--- src/rtl/task_scheduler_if.sv ---
// rtl/task_scheduler_if.sv - host command stream and per-unit start/ready handshakes
interface task_scheduler_if;
  logic        cmd_valid;
  logic [63:0] cmd_data;
  logic        cmd_ready;
  logic        core0_start;
  logic        core1_start;
  logic        dma_start;
  logic        core0_ready;
  logic        core1_ready;
  logic        dma_ready;

  modport master (
    output cmd_valid, cmd_data, core0_ready, core1_ready, dma_ready,
    input  cmd_ready, core0_start, core1_start, dma_start
  );

  modport slave (
    input  cmd_valid, cmd_data, core0_ready, core1_ready, dma_ready,
    output cmd_ready, core0_start, core1_start, dma_start
  );
endinterface

--- src/rtl/task_scheduler.sv ---
// rtl/task_scheduler.sv - in-order command FIFO dispatching to two NTT cores and a DMA with bank hazard checks
// Optional macro SCHED_PERF_CNT_EN builds the saturating stall_cycles counter.
module task_scheduler #(
  parameter int FIFO_DEPTH = 4,
  parameter int NUM_BANKS  = 4
) (
  input  logic            clk,
  input  logic            rst,
  task_scheduler_if.slave bus,
  output logic            halted,
  output logic [31:0]     stall_cycles
);
  localparam int PW = $clog2(FIFO_DEPTH);
  localparam int CW = PW + 1;
  localparam int EW = 4 + NUM_BANKS;
  localparam logic [3:0] OP_NTT   = 4'h1;
  localparam logic [3:0] OP_DMA   = 4'h2;
  localparam logic [3:0] OP_FENCE = 4'h3;
  localparam logic [3:0] OP_HALT  = 4'hF;

  typedef enum logic [1:0] {IDLE, LAUNCHED, RUNNING} trk_state_t;

  logic [EW-1:0]        fifo_mem [FIFO_DEPTH];
  logic [PW-1:0]        rd_ptr, wr_ptr;
  logic [CW-1:0]        count, count_next;
  logic [EW-1:0]        head_entry;
  logic [3:0]           head_op;
  logic [NUM_BANKS-1:0] head_mask, busy_mask;
  logic                 push, pop, head_valid, all_idle, halt_retire, halted_next;
  logic [2:0]           unit_ready, unit_free, launch;
  trk_state_t           trk_state [3];
  trk_state_t           trk_next  [3];
  logic [NUM_BANKS-1:0] trk_mask      [3];
  logic [NUM_BANKS-1:0] trk_mask_next [3];
  logic                 unused_cmd_bits;

  assign unused_cmd_bits = ^bus.cmd_data[55:0];
  assign unit_ready  = {bus.dma_ready, bus.core1_ready, bus.core0_ready};
  assign head_entry  = fifo_mem[rd_ptr];
  assign head_op     = head_entry[EW-1 -: 4];
  assign head_mask   = head_entry[NUM_BANKS-1:0];
  assign head_valid  = (count != '0) && !halted;
  assign push        = bus.cmd_valid && bus.cmd_ready;
  assign count_next  = count + CW'(push) - CW'(pop);
  assign halted_next = halted | halt_retire;

  // Trackers are registered, so a unit finishing this cycle only frees its banks next cycle.
  always_comb begin
    busy_mask = '0;
    all_idle  = 1'b1;
    unit_free = '0;
    for (int u = 0; u < 3; u++) begin
      unit_free[u] = (trk_state[u] == IDLE) && unit_ready[u];
      if (trk_state[u] != IDLE) begin
        busy_mask = busy_mask | trk_mask[u];
        all_idle  = 1'b0;
      end
    end
  end

  always_comb begin
    pop         = 1'b0;
    launch      = '0;
    halt_retire = 1'b0;
    if (head_valid) begin
      case (head_op)
        OP_NTT: begin
          if ((head_mask & busy_mask) == '0) begin
            if (unit_free[0]) begin
              launch[0] = 1'b1;
              pop       = 1'b1;
            end else if (unit_free[1]) begin
              launch[1] = 1'b1;
              pop       = 1'b1;
            end
          end
        end
        OP_DMA: begin
          if (((head_mask & busy_mask) == '0) && unit_free[2]) begin
            launch[2] = 1'b1;
            pop       = 1'b1;
          end
        end
        OP_FENCE: pop = all_idle;
        OP_HALT: begin
          pop         = all_idle;
          halt_retire = all_idle;
        end
        default: pop = 1'b1;
      endcase
    end
  end

  always_comb begin
    for (int u = 0; u < 3; u++) begin
      trk_next[u]      = trk_state[u];
      trk_mask_next[u] = trk_mask[u];
      case (trk_state[u])
        IDLE: begin
          if (launch[u]) begin
            trk_next[u]      = LAUNCHED;
            trk_mask_next[u] = head_mask;
          end
        end
        LAUNCHED: if (!unit_ready[u]) trk_next[u] = RUNNING;
        RUNNING: begin
          if (unit_ready[u]) begin
            trk_next[u]      = IDLE;
            trk_mask_next[u] = '0;
          end
        end
        default: begin
          trk_next[u]      = IDLE;
          trk_mask_next[u] = '0;
        end
      endcase
    end
  end

  always_ff @(posedge clk) begin
    if (push) fifo_mem[wr_ptr] <= {bus.cmd_data[63:60], bus.cmd_data[56 +: NUM_BANKS]};
  end

  always_ff @(posedge clk) begin
    if (rst) begin
      rd_ptr          <= '0;
      wr_ptr          <= '0;
      count           <= '0;
      bus.cmd_ready   <= 1'b1;
      halted          <= 1'b0;
      bus.core0_start <= 1'b0;
      bus.core1_start <= 1'b0;
      bus.dma_start   <= 1'b0;
      for (int u = 0; u < 3; u++) begin
        trk_state[u] <= IDLE;
        trk_mask[u]  <= '0;
      end
    end else begin
      if (push) wr_ptr <= wr_ptr + 1'b1;
      if (pop)  rd_ptr <= rd_ptr + 1'b1;
      count           <= count_next;
      halted          <= halted_next;
      bus.cmd_ready   <= !halted_next && (count_next != CW'(FIFO_DEPTH));
      bus.core0_start <= launch[0];
      bus.core1_start <= launch[1];
      bus.dma_start   <= launch[2];
      for (int u = 0; u < 3; u++) begin
        trk_state[u] <= trk_next[u];
        trk_mask[u]  <= trk_mask_next[u];
      end
    end
  end

`ifdef SCHED_PERF_CNT_EN
  always_ff @(posedge clk) begin
    if (rst) begin
      stall_cycles <= '0;
    end else if (head_valid && !pop && (stall_cycles != 32'hFFFF_FFFF)) begin
      stall_cycles <= stall_cycles + 32'd1;
    end
  end
`else
  assign stall_cycles = '0;
`endif
endmodule

--- src/flat_wrapper.sv ---
// flat-port wrapper written by rule: the top's interface ports become plain ports
module task_scheduler_flat 
#(
  parameter int FIFO_DEPTH = 4,
  parameter int NUM_BANKS  = 4
)
  (clk, rst, halted, stall_cycles, bus_cmd_valid, bus_cmd_data, bus_core0_ready, bus_core1_ready, bus_dma_ready, bus_cmd_ready, bus_core0_start, bus_core1_start, bus_dma_start);
  task_scheduler_if bus_i ();
  input  logic clk;
  input  logic rst;
  output logic halted;
  output logic [31:0] stall_cycles;
  input wire logic [$bits(bus_i.cmd_valid)-1:0] bus_cmd_valid;
  input wire logic [$bits(bus_i.cmd_data)-1:0] bus_cmd_data;
  input wire logic [$bits(bus_i.core0_ready)-1:0] bus_core0_ready;
  input wire logic [$bits(bus_i.core1_ready)-1:0] bus_core1_ready;
  input wire logic [$bits(bus_i.dma_ready)-1:0] bus_dma_ready;
  output wire logic [$bits(bus_i.cmd_ready)-1:0] bus_cmd_ready;
  output wire logic [$bits(bus_i.core0_start)-1:0] bus_core0_start;
  output wire logic [$bits(bus_i.core1_start)-1:0] bus_core1_start;
  output wire logic [$bits(bus_i.dma_start)-1:0] bus_dma_start;
  assign bus_i.cmd_valid = bus_cmd_valid;
  assign bus_i.cmd_data = bus_cmd_data;
  assign bus_i.core0_ready = bus_core0_ready;
  assign bus_i.core1_ready = bus_core1_ready;
  assign bus_i.dma_ready = bus_dma_ready;
  assign bus_cmd_ready = bus_i.cmd_ready;
  assign bus_core0_start = bus_i.core0_start;
  assign bus_core1_start = bus_i.core1_start;
  assign bus_dma_start = bus_i.dma_start;
  task_scheduler #(.FIFO_DEPTH(FIFO_DEPTH), .NUM_BANKS(NUM_BANKS)) u_core (.clk(clk), .rst(rst), .bus(bus_i), .halted(halted), .stall_cycles(stall_cycles));
endmodule
--- config.mk ---
export PLATFORM = sky130hd
export DESIGN_NAME = task_scheduler_flat
export DESIGN_NICKNAME = d
export VERILOG_FILES = /design/src/rtl/task_scheduler_if.sv /design/src/rtl/task_scheduler.sv /design/src/flat_wrapper.sv
export SDC_FILE = /design/constraint.sdc
export NUM_CORES = 1
export LEC_CHECK = 0
export CAP_MARGIN = 20
export CORE_MARGIN = 4
export CORE_UTILIZATION = 50
export CTS_BUF_LIST = sky130_fd_sc_hd__clkbuf_4
export DETAILED_ROUTE_END_ITERATION = 10
export GPL_ROUTABILITY_DRIVEN = 0
export GPL_TIMING_DRIVEN = 0
export PLACE_DENSITY = 0.88
export SYNTH_ARGS = -nofsm -noshare
export SYNTH_HDL_FRONTEND = slang
export SYNTH_SLANG_ARGS = --single-unit
--- constraint.sdc ---
create_clock -name clk -period 10.5 [get_ports clk]
set_input_delay 3.15 -clock clk [delete_from_list [all_inputs] [get_ports clk]]
set_output_delay 3.15 -clock clk [all_outputs]
set_load 0.03 [all_outputs]
==> key figures <==
Timing
  – Achievable Freq: 176 MHz
  – Worst Clk Skew: 13.7 ps
  – RSZ-0062 raised after global routing: false
  – Final TNS setup: 0 ps
  – Hold Slack: 474 ps
  – Final Cycle Share: 54.2%
  – Crit path time final: 5690 ps
  – Worst slew pin tran: 507 ps
  – Max-slew violation count: 0
  – Final Hold Viols: 0
  – Final Setup Violations: 0
  – Slew Limit Headroom: 65.9%

GRT
  – First-pass GRT wire length: 8980 um
  – GRT overflow: 0
  – Initial antenna violation count: 0
  – Total track usage: 16.1%
  – Largest net degree at the start of global routing: 12
  – Vias in the first global route: 1,949

CTS
  – Clk buf depth: 2
  – Root Buffer: clkbuf_4
  – Post-CTS Setup Repair Bufs: 0
  – CTS tree: built
  – CTS Hold Buffers Added: 0
  – H-tree lvl count: 3
  – Worst-path clk slew: 90 ps
  – CTS resizes: 0
  – Sink Count: 64
  – Num CTS Buffers: 9
  – Worst skew pair latency: 400 ps

Final layout
  – Layout Area Growth over Synthesis: 18.8%
  – Final Non-Filler Cells: 392
  – Commonest non-fill, non-tap cells in the layout: dfxtp_1, buf_4, conb_1, edfxtp_1, clkdlybuf4s50_1
  – N_diodes: 0
  – Layout net count: 392
  – Proportion of layout cells with a drive suffix above 1: 19.7%

Synth
  – Number of library cell types mapped by synthesis: 48
  – Async S/R FF share, synth: 0%
  – Post-synth top area share: 32.2%
  – Top cells by area, synth: edfxtp_1, dfxtp_1, buf_4, mux4_2, ha_1
  – Seq/Total Area, Yosys: 53.6%
  – Synth area leader: edfxtp_1
  – EDFF count, synth: 32
  – Syn avg cell area: 11.7 um^2
  – Post-synthesis simple-gate area fraction: 12.4%
  – #FFs+latches synth: 64
  – Largest family of logic cells by synthesized area: simple AND/OR/NAND/NOR gates
  – Warnings, synthesis: 0
  – Post-Synth Adder-Cell Area: 3.18%
  – Synth Flop Type: edfxtp_1
  – Post-Synth XOR/XNOR Area: 1.76%
  – Multiplexer share of the synthesized area: 8.09%
  – Mapped Cells: 256
  – Post-Synthesis Cell Area: 0.00299 mm^2
  – Post-synthesis compound-gate area fraction: 9.84%

Critical path
  – CP Data Required Time: 10,820 ps
  – Crit-path max cell delay: 520 ps
  – CP Launch Type: input pin
  – CP arrival: 6010 ps
  – Setup crit end kind: register
  – Crit-path leading delay family: adder cells
  – CP Max Fanout: 6
  – Worst Setup Path Type: input pin to register
  – WP buf/inv: 3
  – Crit path max-delay cell type: clkdlybuf4s50_1
  – Critical path, cell by cell: clkdlybuf4s50_1, a22o_1, a21oi_1, nor3_1, or2_2, ha_1, inv_1, ha_1, inv_1, fa_1, xor2_1, xnor2_1, nor2_1, a31oi_1

Route
  – Post-DRT Antenna Nets: 0
  – Vias/cell: 5.07
  – Residual DRC: 0
  – DR WL/cell: 13.8 um
  – Initial DRC count: 81
  – Vias: 1,988
  – Drt first pass iters: 4
  – Final wirelength: 5390 um

Die
  – Die H: 85.3 um
  – Die ar.: 0.00727 mm^2
  – Core area: 0.00564 mm^2
  – Width of the die: 85.3 um
  – Number of I/O pins: 107
  – Initial core utilization: 52.9%
  – FP Rows: 27

Flow run
  – Max Cap Viol: 0

Placement
  – DP Cell Count: 376
  – PortBufs: 17
  – Final HPWL DP: 3950 um

Pwr
  – Leakage power: 1.45 nW
  – PD cells: 215 mW/mm^2
  – Peak supply drop: 0.136 mV

Run status
  – Status: finished clean

Hold path
  – Hold crit path type: register to register
worst min-delay path, cell delays in order (launching register included):
cell	delay [ps]
dfxtp_1	320
nand2_1	50
mux2i_1	60
stage by stage:
step | worst slack (ps) | power, mW | instance area (um^2) | utilization (%)
after floorplan | 5240 | 0.503 | 3100 | -
after global placement | 4540 | 0.546 | 3360 | 59.6
after detailed placement | 4470 | 0.556 | 3360 | 59.6
after CTS | 4860 | 0.768 | 3550 | 62.9
after global routing | 4740 | 0.809 | 3550 | 62.9
final | 4810 | 0.762 | 3550 | 62.9
layout make-up:
| cell class | instances | area [um^2] |
|---|---|---|
| flip-flops and latches | 64 | 1600 |
| clock buffers | 12 | 90.1 |
| clock inverters | 4 | 93.8 |
| plain buffers | 44 | 293 |
| fillers | 477 | 2090 |
| inverters | 9 | 33.8 |
| repair buffers | 17 | 170 |
| well taps | 72 | 90.1 |
| multi-input cells | 170 | 1170 |
state kept, by name (all words and copies together), names as in the netlist, named ones only:
signal / count
u_core.trk_mask: 12
u_core.count: 3
u_core.trk_state: 6
u_core.bus.dma_start: 1
u_core.bus.core1_start: 1
u_core.bus.core0_start: 1
u_core.rd_ptr: 2
u_core.halted: 1
u_core.fifo_mem: 32
u_core.wr_ptr: 2
u_core.bus.cmd_ready: 1
kinds of logic (layout without fill, tap and decap cells):
kind of cell               count (synthesis)  in the layout
AOI/OAI and AO/OA                         41             41
xor gates and xnor gates                   6              6
other                                      1             32
muxes                                     14             14
adders and majority gates                  7              7
and+or+nand+nor                           70             70
buffers and inverters                     53             86
DFF                                       64             64
synth_stat cells, drive strengths merged, types with 2 or more instances:
library cell / number
o21a: 8
nor2: 17
clkbuf: 8
xnor2: 5
ha: 6
mux2i: 5
nand3: 8
o211ai: 3
or2: 2
and3: 6
nor2b: 3
nand2: 14
o21ai: 7
nor3: 12
buf: 36
a21oi: 8
o31ai: 3
a22o: 4
edfxtp: 32
mux4: 8
nand3b: 2
dfxtp: 32
inv: 9
metal layers:
layer	vias to the layer above	part of all wire [%]	routed length [um]	track usage (%)
met2	75	48	2620	27.1
met5	-	0	0	0
met3	15	8.3	449	6.99
met1	922	41	2200	18.1
met4	0	2.4	130	6.04
li1	976	-	-	-
final timing paths:
path | from | end | slack, ps | cells after the start
worst max-delay path | bus_core0_ready | u_core.bus.cmd_ready | 4810 | 14
worst min-delay path | u_core.trk_mask[0][6] | u_core.trk_mask[0][6] | 470 | 2
worst max register to register | register | u_core.bus.cmd_ready | 6750 | 15
worst min register to register | u_core.trk_mask[0][6] | u_core.trk_mask[0][6] | 470 | 2
report_power, final:
group	leakage [nW]	switching (mW)	internal [mW]
combinational	0.802	0.143	0.106
clock	0.0992	0.0809	0.128
sequential	0.553	0.0129	0.291
Power figures use the tool's default switching activity.
